`src/rtl/axis_pkg.sv`:
```
// Shared types and helpers for the AXI-Stream pipeline register.
// stage_state_t is visible to benches and assertions.
package axis_pkg;

    typedef enum logic [1:0] {
        EMPTY = 2'd0,
        ONE   = 2'd1,
        FULL  = 2'd2
    } stage_state_t;

    // tdata width in bits for a given byte count
    function automatic int axis_data_w(input int bytes);
        return bytes * 8;
    endfunction

endpackage

```
`src/rtl/axis_skid_stage.sv`:
```
// One full-throughput AXI-Stream skid stage: main register drives the output,
// skid register catches the beat accepted while the output was stalled.
// Optional sideband: define AXIS_PIPE_TUSER_EN to carry tuser (one bit per byte).
module axis_skid_stage
    import axis_pkg::*;
#(
    parameter int AXIS_BYTES = 1
)
(
    input  logic                                clk,
    input  logic                                sreset,
    output logic                                axis_i_tready,
    input  logic                                axis_i_tvalid,
    input  logic                                axis_i_tlast,
    input  logic [axis_data_w(AXIS_BYTES)-1:0]  axis_i_tdata,
`ifdef AXIS_PIPE_TUSER_EN
    input  logic [AXIS_BYTES-1:0]               axis_i_tuser,
    output logic [AXIS_BYTES-1:0]               axis_o_tuser,
`endif
    input  logic                                axis_o_tready,
    output logic                                axis_o_tvalid,
    output logic                                axis_o_tlast,
    output logic [axis_data_w(AXIS_BYTES)-1:0]  axis_o_tdata
);

    localparam int DW = axis_data_w(AXIS_BYTES);
`ifdef AXIS_PIPE_TUSER_EN
    localparam int PW = 1 + DW + AXIS_BYTES;
`else
    localparam int PW = 1 + DW;
`endif

    stage_state_t    state_q, state_d;
    logic            in_tready_q;
    logic [PW-1:0]   main_q, main_d;
    logic [PW-1:0]   skid_q, skid_d;
    logic [PW-1:0]   in_payload;
    logic            in_fire;
    logic            out_fire;

`ifdef AXIS_PIPE_TUSER_EN
    assign in_payload   = {axis_i_tlast, axis_i_tdata, axis_i_tuser};
    assign axis_o_tuser = main_q[AXIS_BYTES-1:0];
    assign axis_o_tdata = main_q[AXIS_BYTES +: DW];
`else
    assign in_payload   = {axis_i_tlast, axis_i_tdata};
    assign axis_o_tdata = main_q[DW-1:0];
`endif
    assign axis_o_tlast = main_q[PW-1];

    // Ready comes from a flop; reset masks it so nothing is taken while sreset is high
    assign axis_i_tready = in_tready_q & ~sreset;
    assign axis_o_tvalid = (state_q != EMPTY);
    assign in_fire       = axis_i_tvalid & axis_i_tready;
    assign out_fire      = axis_o_tvalid & axis_o_tready;

    // Next state and register loads for main/skid
    always_comb begin
        state_d = state_q;
        main_d  = main_q;
        skid_d  = skid_q;
        case (state_q)
            EMPTY: begin
                if (in_fire) begin
                    main_d  = in_payload;
                    state_d = ONE;
                end
            end
            ONE: begin
                if (in_fire && out_fire) begin
                    main_d = in_payload;
                end else if (in_fire) begin
                    skid_d  = in_payload;
                    state_d = FULL;
                end else if (out_fire) begin
                    state_d = EMPTY;
                end
            end
            FULL: begin
                // in_fire cannot happen here: ready is low while FULL
                if (out_fire) begin
                    main_d  = skid_q;
                    state_d = ONE;
                end
            end
            default: state_d = EMPTY;
        endcase
    end

    // Control flops; ready is precomputed from the next state so it drops as the skid fills
    always_ff @(posedge clk) begin
        if (sreset) begin
            state_q     <= EMPTY;
            in_tready_q <= 1'b0;
        end else begin
            state_q     <= state_d;
            in_tready_q <= (state_d != FULL);
        end
    end

    // Payload flops carry no reset; validity lives entirely in state_q
    always_ff @(posedge clk) begin
        main_q <= main_d;
        skid_q <= skid_d;
    end

endmodule

```
`src/rtl/axis_pipe_register.sv`:
```
// AXI-Stream pipeline register: a chain of STAGES skid stages (STAGES=0 is a wire).
// Optional sideband: define AXIS_PIPE_TUSER_EN to add axis_i_tuser/axis_o_tuser.
module axis_pipe_register
    import axis_pkg::*;
#(
    parameter int AXIS_BYTES = 1,
    parameter int STAGES     = 1
)
(
    input  logic                                clk,
    input  logic                                sreset,
    output logic                                axis_i_tready,
    input  logic                                axis_i_tvalid,
    input  logic                                axis_i_tlast,
    input  logic [axis_data_w(AXIS_BYTES)-1:0]  axis_i_tdata,
`ifdef AXIS_PIPE_TUSER_EN
    input  logic [AXIS_BYTES-1:0]               axis_i_tuser,
    output logic [AXIS_BYTES-1:0]               axis_o_tuser,
`endif
    input  logic                                axis_o_tready,
    output logic                                axis_o_tvalid,
    output logic                                axis_o_tlast,
    output logic [axis_data_w(AXIS_BYTES)-1:0]  axis_o_tdata
);

    localparam int DW = axis_data_w(AXIS_BYTES);

    // Node k sits between stage k-1 and stage k; node 0 is the input, node STAGES the output.
    // With STAGES=0 the two ends are the same node, giving a pure wire path.
    logic            ready_w [STAGES+1];
    logic            valid_w [STAGES+1];
    logic            last_w  [STAGES+1];
    logic [DW-1:0]   data_w  [STAGES+1];
`ifdef AXIS_PIPE_TUSER_EN
    logic [AXIS_BYTES-1:0] user_w [STAGES+1];

    assign user_w[0]    = axis_i_tuser;
    assign axis_o_tuser = user_w[STAGES];
`endif

    assign valid_w[0]      = axis_i_tvalid;
    assign last_w[0]       = axis_i_tlast;
    assign data_w[0]       = axis_i_tdata;
    assign axis_i_tready   = ready_w[0];

    assign ready_w[STAGES] = axis_o_tready;
    assign axis_o_tvalid   = valid_w[STAGES];
    assign axis_o_tlast    = last_w[STAGES];
    assign axis_o_tdata    = data_w[STAGES];

    genvar gi;
    generate
        for (gi = 0; gi < STAGES; gi++) begin : g_stage
            axis_skid_stage #(
                .AXIS_BYTES (AXIS_BYTES)
            ) u_stage (
                .clk           (clk),
                .sreset        (sreset),
                .axis_i_tready (ready_w[gi]),
                .axis_i_tvalid (valid_w[gi]),
                .axis_i_tlast  (last_w[gi]),
                .axis_i_tdata  (data_w[gi]),
`ifdef AXIS_PIPE_TUSER_EN
                .axis_i_tuser  (user_w[gi]),
                .axis_o_tuser  (user_w[gi+1]),
`endif
                .axis_o_tready (ready_w[gi+1]),
                .axis_o_tvalid (valid_w[gi+1]),
                .axis_o_tlast  (last_w[gi+1]),
                .axis_o_tdata  (data_w[gi+1])
            );
        end
    endgenerate

endmodule

```
`config.mk`:
```
export PLATFORM = sky130hd
export DESIGN_NAME = axis_pipe_register
export DESIGN_NICKNAME = d
export VERILOG_FILES = /design/src/rtl/axis_pkg.sv /design/src/rtl/axis_skid_stage.sv /design/src/rtl/axis_pipe_register.sv
export SDC_FILE = /design/constraint.sdc
export NUM_CORES = 1
export LEC_CHECK = 0
export ABC_AREA = 1
export BUFFER_PORTS_ARGS = -buffer_cell sky130_fd_sc_hd__clkbuf_2
export CORE_AREA = 2 2 46 52
export DETAILED_ROUTE_END_ITERATION = 16
export DIE_AREA = 0 0 48 54
export PLACE_DENSITY = 0.77
export SLEW_MARGIN = 15
export SYNTH_ARGS = -nofsm -noshare
export SYNTH_HDL_FRONTEND = slang
export SYNTH_SLANG_ARGS = --single-unit
```
`constraint.sdc`:
```
create_clock -name clk -period 3.1 [get_ports clk]
set_clock_uncertainty 0.05 [all_clocks]
set_input_delay 0.62 -clock clk [delete_from_list [all_inputs] [get_ports clk]]
set_output_delay 0.62 -clock clk [all_outputs]
set_load 0.01 [all_outputs]
```
# --- Yosys cells after proc, flatten, opt, wreduce, memory -nomap -nowiden ---
# Index checks and enable logic that the tools add are counted.
totals:
  reg_bits: 21
  in_bits: 13
  out_inout_bits: 11
classes:
  n_eq_ne: 6
  n_mux: 10
  bitwise: 5
  n_reduce_logical: 6
ops:
  columns: ["op", "n"]
  rows:
  - ["two-way mux 9 bit", 3]
  - ["case mux 9 bit (3 select lines)", 1]
  - ["two-way mux 2 bit", 5]
  - ["inequality test 2 x 1 -> 1 bit, second input constant", 3]
  - ["case mux 2 bit (3 select lines)", 1]
  - ["AND reduction 4 bit", 1]
  - ["bitwise AND 1 bit", 3]
  - ["AND reduction 3 bit", 1]
  - ["nonzero test 3 bit", 1]
  - ["equality test 2 x 1 -> 1 bit, second input constant", 1]
  - ["equality test 2 bit, second input constant", 1]
  - ["logical NOT 2 bit", 1]
  - ["inequality test 2 bit, second input constant", 1]
  - ["inverter 1 bit", 2]
  - ["nonzero test 2 bit", 1]
  - ["logical AND 1 bit", 1]

# --- Longest topological paths before layout ---
# Gate-level depths: netlist of the first run.
logic_depth:
  word_depth: 7
  ltp_mapped: 6
  ltp_nobuf: 6

# --- Worst setup path after synthesis of the first run ---
# OpenSTA, ideal clock, no wires.
synth_timing:
  kind: "in2reg"
  start: "input axis_o_tready"
  end: "register g_stage[0].u_stage.main_q[0] (enable)"
  setup_ns: 0.378
  arrival_time_ns: 1.299
  required_time_ns: 2.672
  setup_slack_ns: 1.373
  cell_stages: 4
  path_buffers: 0
  cell_sequence: "inv_1 -> o21ai_0 -> nand2_1 -> a21oi_1"
synth_via:
  elab_chain_cells: 4
synth_lines:
  columns: ["item", "line", "text"]
  rows:
  - ["start, declared", "axis_pipe_register.sv:20", "input logic axis_o_tready,"]
  - ["bitwise AND 1 bit *", "axis_skid_stage.sv:55", "assign out_fire = axis_o_tvalid & axis_o_tready;"]
  - ["logical AND 1 bit", "axis_skid_stage.sv:70", "if (in_fire && out_fire) begin"]
  - ["inequality test 2 x 1 -> 1 bit (no line)", null, null]
  - ["AND reduction 4 bit (no line) *", null, null]
  - ["end signal, assigned", "axis_skid_stage.sv:103", "main_q <= main_d;"]
  - ["end, declared", "axis_skid_stage.sv:35", "logic [PW-1:0] main_q, main_d;"]
# Every way passes the cells marked *; elsewhere a longest branch is shown, timed or not.
# A chain may end at the register's enable or synchronous reset.

# --- Final worst setup path of the first run ---
layout_timing:
  start: "input sreset"
  end: "register g_stage[0].u_stage.main_q[3] (enable)"
layout_via:
  elab_chain_cells: 6
layout_lines:
  columns: ["item", "line", "text"]
  rows:
  - ["start, declared", "axis_pipe_register.sv:11", "input logic sreset,"]
  - ["inverter 1 bit *", "axis_skid_stage.sv:52", "assign axis_i_tready = in_tready_q & ~sreset;"]
  - ["bitwise AND 1 bit *", "axis_skid_stage.sv:52", null]
  - ["bitwise AND 1 bit *", "axis_skid_stage.sv:54", "assign in_fire = axis_i_tvalid & axis_i_tready;"]
  - ["logical AND 1 bit", "axis_skid_stage.sv:70", null]
  - ["inequality test 2 x 1 -> 1 bit (no line)", null, null]
  - ["AND reduction 4 bit (no line) *", null, null]
# Marks and branches as above.

==> results.md, run 1 <==
- GRT Overall Usage: 11.7%
- Share of the synthesized area in the top cell type: 61.3%
- PD cells: 458 nW/µm²
- Internal power: 377 µW
- Largest net degree at the start of global routing: 19
- Count leader, synth: edfxtp_1
- Synth area leaders: edfxtp_1, o21ai_2, dfxtp_1, inv_1, nand2_1
- TritonCTS Buffers: 3
- CTS Root Buffer Type: clkbuf_4
- First-pass GRT wire length: 2.10 mm
- Ports: 24
- Fraction of registers with async set/reset: 0%
- Die width: 48 µm
- # port buffers: 23
- Synth area leader: edfxtp_1
- Fin. Hold Viols: 0
- Syn Inst Count: 74
- Clk slew on worst S/H paths: 110 ps
- Post-synthesis average cell area: 11.9 µm²
- GRT Residual Overflow: 0
- ANT cells: 0
- Post-DP HPWL: 1.00 mm
- Die area: 2590 µm²
- Final Max Tran Viols: 0
- Critical path arrival: 1610 ps
- Drt first-iter violations: 11
- DRT Pass-1 Iters: 4
- Worst setup EP type: register
- # DRC: 0
- Sequential area share after synthesis: 68.1%
- Die H: 54 µm
- Ys flop type: edfxtp_1
- RSZ-0062 raised after global routing: no
- Clk_lat worst skew: 290 ps
- Status: finished clean
- Worst Tran Pin Value: 834 ps
- Core area: 2140 µm²
- Met3 usage: 3.02%
- Fmax: 0.577 GHz
- Gpl congestion: 0.676
- Comb power frac: 6.9%
- Post-CTS Setup Inserts: 0
- # hold bufs at CTS: 0
- Post-Syn Nets: 87
- H-tree depth: 1
- Fin crit period: 1730 ps
- Clock share of power: 26.5%
- Number of synthesized register bits: 21
- Number of enable flip-flop cells after synthesis: 18
- Core Rows: 18
- Max clock buf depth: 2
- Final WL: 1.30 mm
- Met2 track demand over resource: 18.4%
- Total Neg Setup Slack: 0 ps
- Initial Util: 41.2%
- Routed length per placed instance: 10.1 µm
- Pleak: 0.468 nW
- Area growth syn-to-layout: 16.7%
- Synth top cells by count: edfxtp_1, inv_1, nand2_1
- Peak VDD IR: 260 µV
- GRT met1 Usage: 14.6%
- Max-Cap Viols: 0
- Final setup vio count: 0
- Grt peak-use layer: met2
- Setup CP Type: in2reg
- Post-cts repair resize count: 0
- NetSw: 94.5 µW
- Detail Route Antenna Nets: 0
- Rel. slew slack: 44.4%
- Final net count: 113
- Final period utilization: 55.9%
- Distinct cells, synth: 15
- CP startpoint kind: input pin
- Initial antenna violation count: 0
- HP Class: in2reg
- Critical Path Fanout Max: 9
- Netlist Area Pre-Place: 882 µm²
- Ys Warns: 0
- CTS tree: done
- Clock sinks: 21
- Net Sw Frac: 20.1%
- WP data required: 2980 ps
- Sequential power share: 66.6%
- Total power: 471 µW
- Vias/cell: 4.47
- Layout cells sized above 1: 37.4%
- Vias in the first global route: 524
- Routed vias: 577
cell families after synthesis:
| logic type | share of synthesized area, % |
|---|---|
| and+or+nand+nor | 11.6 |
| buffers and inverters | 9.50 |
| AOI/OAI and AO/OA | 10.8 |
| DFF | 68.1 |
worst max-delay path, cell delays in order:
cell,delay (ps)
clkbuf_2,110
inv_1,70
nand3_1,110
a21oi_1,700
stage by stage:
stage / util, % / instances / setup slack, ps / hold WS [ps] / instance area [µm²]
3_5_place_dp: 46.9 / 125 / 1050 / 510 / 1000
4_1_cts: 48.1 / 129 / 1370 / 455 / 1030
6_report: 48.1 / 129 / 1370 / 461 / 1030
3_3_place_gp: 46.9 / 125 / 1080 / 506 / 1000
2_1_floorplan: - / 74 / 1370 / 470 / 882
5_1_grt: 48.1 / 129 / 1270 / 440 / 1030
layout by cell type (no fill, tap or decap):
| master | synthesis | layout |
|---|---|---|
| clkbuf_2 | 0 | 23 |
| edfxtp_1 | 18 | 18 |
| inv_1 | 13 | 13 |
| nand2_1 | 13 | 13 |
| o21ai_2 | 9 | 9 |
| nor2_1 | 7 | 7 |
| nand3_1 | 3 | 3 |
| clkbuf_4 | 0 | 3 |
| dfxtp_1 | 3 | 3 |
| inv_2 | 1 | 1 |
| or2_1 | 1 | 1 |
| nand2_2 | 1 | 1 |
| o21ai_0 | 1 | 1 |
| a21oi_1 | 1 | 1 |
| a31oi_1 | 1 | 1 |
| clkbuf_1 | 0 | 1 |
per-layer routing:
| metal | part of all wire (%) | routed length, µm | up-vias |
|---|---|---|---|
| li1 | - | - | 291 |
| met1 | 47 | 609 | 265 |
| met2 | 48 | 620 | 21 |
| met3 | 5.6 | 73 | 0 |
| met4 | 0 | 0 | 0 |
| met5 | 0 | 0 | - |
power by group through the flow:
stage | logic, mW | clock network, mW | registers, mW
after floorplan | 0.0151 | 0 | 0.322
after global placement | 0.0317 | 0 | 0.320
after detailed placement | 0.0330 | 0 | 0.320
after CTS | 0.0331 | 0.130 | 0.314
after global routing | 0.0370 | 0.141 | 0.315
final | 0.0325 | 0.125 | 0.314
registers in the layout, indices dropped and copies added (netlist names):
register	cells
g_stage.u_stage.in_tready_q	1
g_stage.u_stage.main_q	9
g_stage.u_stage.skid_q	9
g_stage.u_stage.state_q	2
layout make-up:
type / count / area, µm²
flip-flops and latches: 21 / 601
fillers: 203 / 1110
multi-input cells: 37 / 198
repair buffers: 23 / 115
clock buffers: 4 / 26.3
well taps: 30 / 37.5
inverters: 14 / 52.6
final timing paths:
path | endpoint | slack [ps] | from | cells past startpoint
min | g_stage[0].u_stage.skid_q[4]$_DFFE_PP_ | 460 | axis_i_tdata[4] | 1
max reg2reg | g_stage[0].u_stage.main_q[3]$_DFFE_PP_ | 1410 | g_stage[0].u_stage.state_q[0]$_SDFF_PP0_ | 3
max | g_stage[0].u_stage.main_q[3]$_DFFE_PP_ | 1370 | sreset | 4
min reg2reg | g_stage[0].u_stage.main_q[7]$_DFFE_PP_ | 530 | g_stage[0].u_stage.skid_q[7]$_DFFE_PP_ | 2
Note: power is estimated with default switching activity, not from simulation.
==> run 2: changes to the inputs <==
--- a/config.mk
+++ b/config.mk
@@ -5,12 +5,12 @@
 export SDC_FILE = /design/constraint.sdc
 export NUM_CORES = 1
 export LEC_CHECK = 0
-export ABC_AREA = 1
+export ABC_AREA = 0
 export BUFFER_PORTS_ARGS = -buffer_cell sky130_fd_sc_hd__clkbuf_2
 export CORE_AREA = 2 2 46 52
 export DETAILED_ROUTE_END_ITERATION = 16
 export DIE_AREA = 0 0 48 54
-export PLACE_DENSITY = 0.77
+export PLACE_DENSITY = 0.79
 export SLEW_MARGIN = 15
 export SYNTH_ARGS = -nofsm -noshare
 export SYNTH_HDL_FRONTEND = slang
==> constraint.sdc (replaced) <==
create_clock -name clk -period 1.4 [get_ports clk]
set_clock_uncertainty 0.05 [all_clocks]
set_input_delay 0.28 -clock clk [delete_from_list [all_inputs] [get_ports clk]]
set_output_delay 0.28 -clock clk [all_outputs]
set_load 0.01 [all_outputs]
==> results.md, run 2 <==
- Die width: 48 µm
- ANT cells: 0
- DRT Pass-1 Iters: 4
- Synth top cells by count: edfxtp_1, mux2_4, dfxtp_1
- Worst setup EP type: register
- Fin crit period: 1350 ps
- Seq. cell area: 603 µm²
- Core area: 2140 µm²
- WL met3: 62 µm
- HP Class: in2reg
- Final WS setup: 53.0 ps
- Synth area leaders: edfxtp_1, mux2_4, dfxtp_1, and4bb_1, nor2b_1
- Area growth syn-to-layout: 28.3%
- Ports: 24
- Post-synthesis average cell area: 17.9 µm²
- Synth area leader: edfxtp_1
- Share of the synthesized area in the top cell type: 62.8%
- Post-layout util: 51.6%
- Layout cells sized above 1: 56.3%
- CTS tree: done
- Status: finished clean
- Clock sinks: 21
- Ys flop type: edfxtp_1
- # port buffers: 23
- Initial antenna violation count: 0
- Largest net degree at the start of global routing: 12
- Max clock buf depth: 2
- Max-Cap Viols: 0
- PD cells: 983 nW/µm²
- DP Worst Slack: 11.1 ps
- Clk slew on worst S/H paths: 100 ps
- CP startpoint kind: register
- Final setup vio count: 0
- Commonest non-fill, non-tap cell in the layout: clkbuf_2
- Max Used Layer: met3
- Post-DP HPWL: 995 µm
- Design Area, Final: 1100 µm²
- Routed length per placed instance: 11.6 µm
- Final WL: 1.27 mm
- Count leader, synth: edfxtp_1
- Critical path arrival: 1320 ps
- First-pass GRT wire length: 1.99 mm
- Most frequent cells in the layout: clkbuf_2, edfxtp_1, mux2_4, buf_4, clkbuf_4
- Distinct cells, synth: 20
- Peak VDD IR: 535 µV
- Initial Util: 40.2%
- H-tree depth: 1
- Post-Syn Nets: 61
- TritonCTS Buffers: 3
- Routed vias: 515
- Number of enable flip-flop cells after synthesis: 18
- # hold bufs at CTS: 0
- Final Max Tran Viols: 0
- RSZ-0062 raised after global routing: yes
- Crit Reg-Reg Startpoint: g_stage[0].u_stage.state_q[1]$_SDFF_PP0_
- Rel. slew slack: 84.0%
- Fin. Hold Viols: 0
- GRT Overall Usage: 11.4%
- Drt first-iter violations: 7
- Netlist Area Pre-Place: 861 µm²
- Detail Route Antenna Nets: 0
- Vias/cell: 4.68
- Ys Warns: 0
- Vias in the first global route: 462
- # fillers: 192
- Clk_lat worst skew: 290 ps
- Sequential area share after synthesis: 69.8%
- Post-Layout Cell Count: 110
- Syn Inst Count: 48
- Fmax: 0.742 GHz
- CTS Root Buffer Type: clkbuf_4
- Pleak: 0.471 nW
- Gpl congestion: 0.666
- Final net count: 94
- Final period utilization: 96.2%
- HP Start: axis_i_tdata[1]
- Fraction of registers with async set/reset: 0%
- # DRC: 0
- Final Hold Slack: 127 ps
- DR WL met2: 668 µm
- Worst Setup SP: g_stage[0].u_stage.state_q[1]$_SDFF_PP0_
- Number of synthesized register bits: 21
- Die H: 54 µm
- Critical Path Fanout Max: 9
- GRT Residual Overflow: 0
- Placed cell count: 106
- WP data required: 1370 ps
- Largest regs: g_stage.u_stage.main_q: 9 flops, g_stage.u_stage.skid_q: 9 flops, g_stage.u_stage.state_q: 2 flops
- Worst Tran Pin Value: 237 ps
- Multi-input gate area: 249 µm²
- Placed inst area: 1080 µm²
- Core Rows: 18
- Die area: 2590 µm²
- M1 wire length: 542 µm
- Setup CP Type: reg2reg
## run 2: cell types whose count changed after synthesis, sizes merged, moves of 3 or more
| cell | previous run | this run |
|---|---|---|
| inv | 14 | 1 |
| mux2 | 0 | 9 |
| nand2 | 14 | 1 |
| nand3 | 3 | 0 |
| nor2 | 7 | 1 |
| o21ai | 10 | 2 |
## run 2: cell families (layout without fill, tap and decap cells)
logic type | count (synthesis) | in the layout | synth area share, %
AOI/OAI and AO/OA | 5 | 5 | 3.78
buffers and inverters | 2 | 34 | 1.74
DFF | 21 | 21 | 69.8
muxes | 9 | 9 | 15.7
and+or+nand+nor | 11 | 11 | 9.01
## run 2: repair_timing
item / 4_1_cts / 5_1_grt
pin swaps: 1 / 1
cloned: 0 / 0
buffers inserted: 1 / 0
setup endpoints to repair: 1 / 25
gates resized for setup: 2 / 2
## run 2: final timing paths
kind                                                  to  slack (ps)  depth (start not counted)
setup reg to reg  g_stage[0].u_stage.main_q[1]$_DFFE_PP_          50                          4
setup / recovery  g_stage[0].u_stage.main_q[1]$_DFFE_PP_          50                          4
hold reg to reg   g_stage[0].u_stage.main_q[4]$_DFFE_PP_         510                          1
hold / removal    g_stage[0].u_stage.skid_q[1]$_DFFE_PP_         130                          1
## run 2: worst max-delay path: stages (launching register included)
cell      delay (ps)
dfxtp_2          360
and4bb_1         290
a21oi_1           60
o21ai_2          170
buf_12           150
## run 2: area by class of cell
type	instances	share of cell area (%)
Tap cell	30	3.40
Inverter	1	0.340
Clock buffer	4	2.38
Sequential cell	21	54.6
Multi-Input combinational cell	25	22.5
Timing Repair Buffer	29	16.8
## run 2: metrics by stage
stage | total power [mW] | setup TNS, ps
2_1_floorplan | 0.771 | 0
3_3_place_gp | 0.827 | 0
3_5_place_dp | 0.831 | 0
4_1_cts | 1.10 | 0
5_1_grt | 1.15 | -143
6_report | 1.09 | 0
## run 2: layer usage
layer	vias up	track usage, %
li1	251	-
met1	249	14.1
met2	15	17.3
met3	0	3.02
met4	0	6.76
met5	-	0
## run 2: power breakdown
part	internal [mW]	leakage [nW]	switching, mW
combinational	0.0623	0.267	0.0480
sequential	0.699	0.190	0.00641
clock	0.111	0.0150	0.159
total	0.872	0.471	0.213
==> run 3: changes to the inputs <==
--- a/config.mk
+++ b/config.mk
@@ -11,6 +11,7 @@
 export DETAILED_ROUTE_END_ITERATION = 16
 export DIE_AREA = 0 0 48 54
 export PLACE_DENSITY = 0.79
+export REMOVE_ABC_BUFFERS = 1
 export SLEW_MARGIN = 15
 export SYNTH_ARGS = -nofsm -noshare
 export SYNTH_HDL_FRONTEND = slang
==> results.md, run 3 (synthesis results as in run 2) <==
- Status: finished clean
- # hold bufs at CTS: 0
- Die area: 2590 µm²
- Drt first-iter violations: 7
- Core Rows: 18
- Final WS setup: 43.7 ps
- Fin crit period: 1360 ps
- Placed cell count: 107
- Largest regs: g_stage.u_stage.main_q: 9 flops, g_stage.u_stage.skid_q: 9 flops, g_stage.u_stage.state_q: 2 flops
- Post-Layout Cell Count: 110
- Worst path max stage delay: 370 ps
- Routed vias: 512
- DRT Pass-1 Iters: 2
- Largest net degree at the start of global routing: 12
- Detail Route Antenna Nets: 0
- Die H: 54 µm
- Worst r2r dst: g_stage[0].u_stage.main_q[8]$_DFFE_PP_
- Initial antenna violation count: 0
- Final WL: 1.37 mm
- Crit Reg-Reg Startpoint: g_stage[0].u_stage.state_q[1]$_SDFF_PP0_
- H-tree depth: 1
- Max clock buf depth: 2
- GRT Overall Usage: 12.0%
- PD cells: 1010 nW/µm²
- Hold Path Depth: 1
- Fin. Hold Viols: 0
- First-pass GRT wire length: 2.08 mm
- Layout cells sized above 1: 56.3%
- CTS tree: done
- Worst Tran Pin Value: 222 ps
- Most frequent cells in the layout: clkbuf_2, edfxtp_1, mux2_4, buf_4
- Final period utilization: 96.9%
- Rel. slew slack: 85.0%
- HP Class: in2reg
- Peak VDD IR: 703 µV
- # port buffers: 23
- Fmax: 0.737 GHz
- R2R cell count: 4
- RSZ-0062 raised after global routing: yes
- Area growth syn-to-layout: 25.1%
- # fillers: 192
- WP data required: 1370 ps
- Final net count: 94
- Final Max Tran Viols: 0
- Final setup vio count: 0
- Pleak: 0.458 nW
- Total Neg Setup Slack: 0 ps
- Multi-input gate area: 245 µm²
- ANT cells: 0
- CP cell instances: and4bb_1 -> a21oi_1 -> o21ai_1 -> buf_4
- Initial Util: 40.2%
- CTS Root Buffer Type: clkbuf_4
- Post-CTS Setup Inserts: 0
- Worst Setup SP: g_stage[0].u_stage.state_q[1]$_SDFF_PP0_
- TritonCTS Buffers: 3
- Vias/cell: 4.65
- Gpl congestion: 0.651
- Setup CP Type: reg2reg
- DP Worst Slack: -5.12 ps
- Routed length per placed instance: 12.4 µm
- Worst R2R Setup Slack: 40 ps
- Worst setup EP type: register
- Hold endpoint: g_stage[0].u_stage.skid_q[1]$_DFFE_PP_
- Core area: 2140 µm²
- Post-DP HPWL: 1.06 mm
- CP startpoint kind: register
- GRT Residual Overflow: 0
- HP Start: axis_i_tdata[1]
- Clk_lat worst skew: 300 ps
- Clk slew on worst S/H paths: 110 ps
- Critical Path Fanout Max: 9
- Critical path arrival: 1320 ps
- Max-Cap Viols: 0
- Clock sinks: 21
- Die width: 48 µm
- Vias in the first global route: 493
- Seq. cell area: 604 µm²
- # DRC: 0
- Slowest cell on crit path: dfxtp_2
- Final Hold Slack: 119 ps
- Commonest non-fill, non-tap cell in the layout: clkbuf_2
- Ports: 24
-- run 3: cell count changes in the layout (fill, tap and decap cells not counted), sizes merged --
cell | before | now
buf | 7 | 6
clkbuf | 26 | 27
-- run 3: stage by stage --
stage | area, µm² | power, mW | util (%)
after CTS | 1080 | 1.10 | 50.3
final | 1080 | 1.09 | 50.4
after detailed placement | 1050 | 0.824 | 49.3
after floorplan | 850 | 0.770 | -
after global routing | 1080 | 1.14 | 50.4
after global placement | 1050 | 0.820 | 49.3
-- run 3: layout make-up --
cell class	count	area share, %
well taps	30	3.48
multi-input cells	25	22.8
flip-flops and latches	21	56.1
inverters	1	0.348
repair buffers	29	14.9
clock buffers	4	2.44
-- run 3: worst max path at each step --
stage,end,slack (ps),depth (start not counted)
finish,g_stage[0].u_stage.main_q[8]$_DFFE_PP_,40,4
global route,g_stage[0].u_stage.main_q[1]$_DFFE_PP_,-30,4
CTS,g_stage[0].u_stage.main_q[8]$_DFFE_PP_,40,4
detailed placement,g_stage[0].u_stage.main_q[8]$_DFFE_PP_,-5,5
global placement,g_stage[0].u_stage.main_q[7]$_DFFE_PP_,50,5
floorplan,g_stage[0].u_stage.main_q[0]$_DFFE_PP_,-140,3
-- run 3: timing repair --
action                     CTS  global route
resized for setup            2             1
setup endpoints to repair    6             9
hold endpoints to repair     0             0
-- run 3: layer usage --
metal | track usage (%) | routed length (µm) | vias to the layer above
met5 | 0 | 0 | -
met4 | 6.76 | 24 | 0
met3 | 2.68 | 87 | 2
met2 | 19.6 | 662 | 20
met1 | 14.1 | 591 | 239
li1 | - | - | 251
-- run 3: worst max-delay path, delay by kind of cell (launching register included) --
kind | cells | cell delay (ps)
flops | 1 | 370
simple gates | 1 | 300
buf+inv | 1 | 190
compound gates | 2 | 170
-- run 3: power by group --
part | switching [mW] | leakage, nW | internal, mW
clock | 0.171 | 0.0150 | 0.111
sequential | 0.00841 | 0.190 | 0.700
combinational | 0.0443 | 0.254 | 0.0544
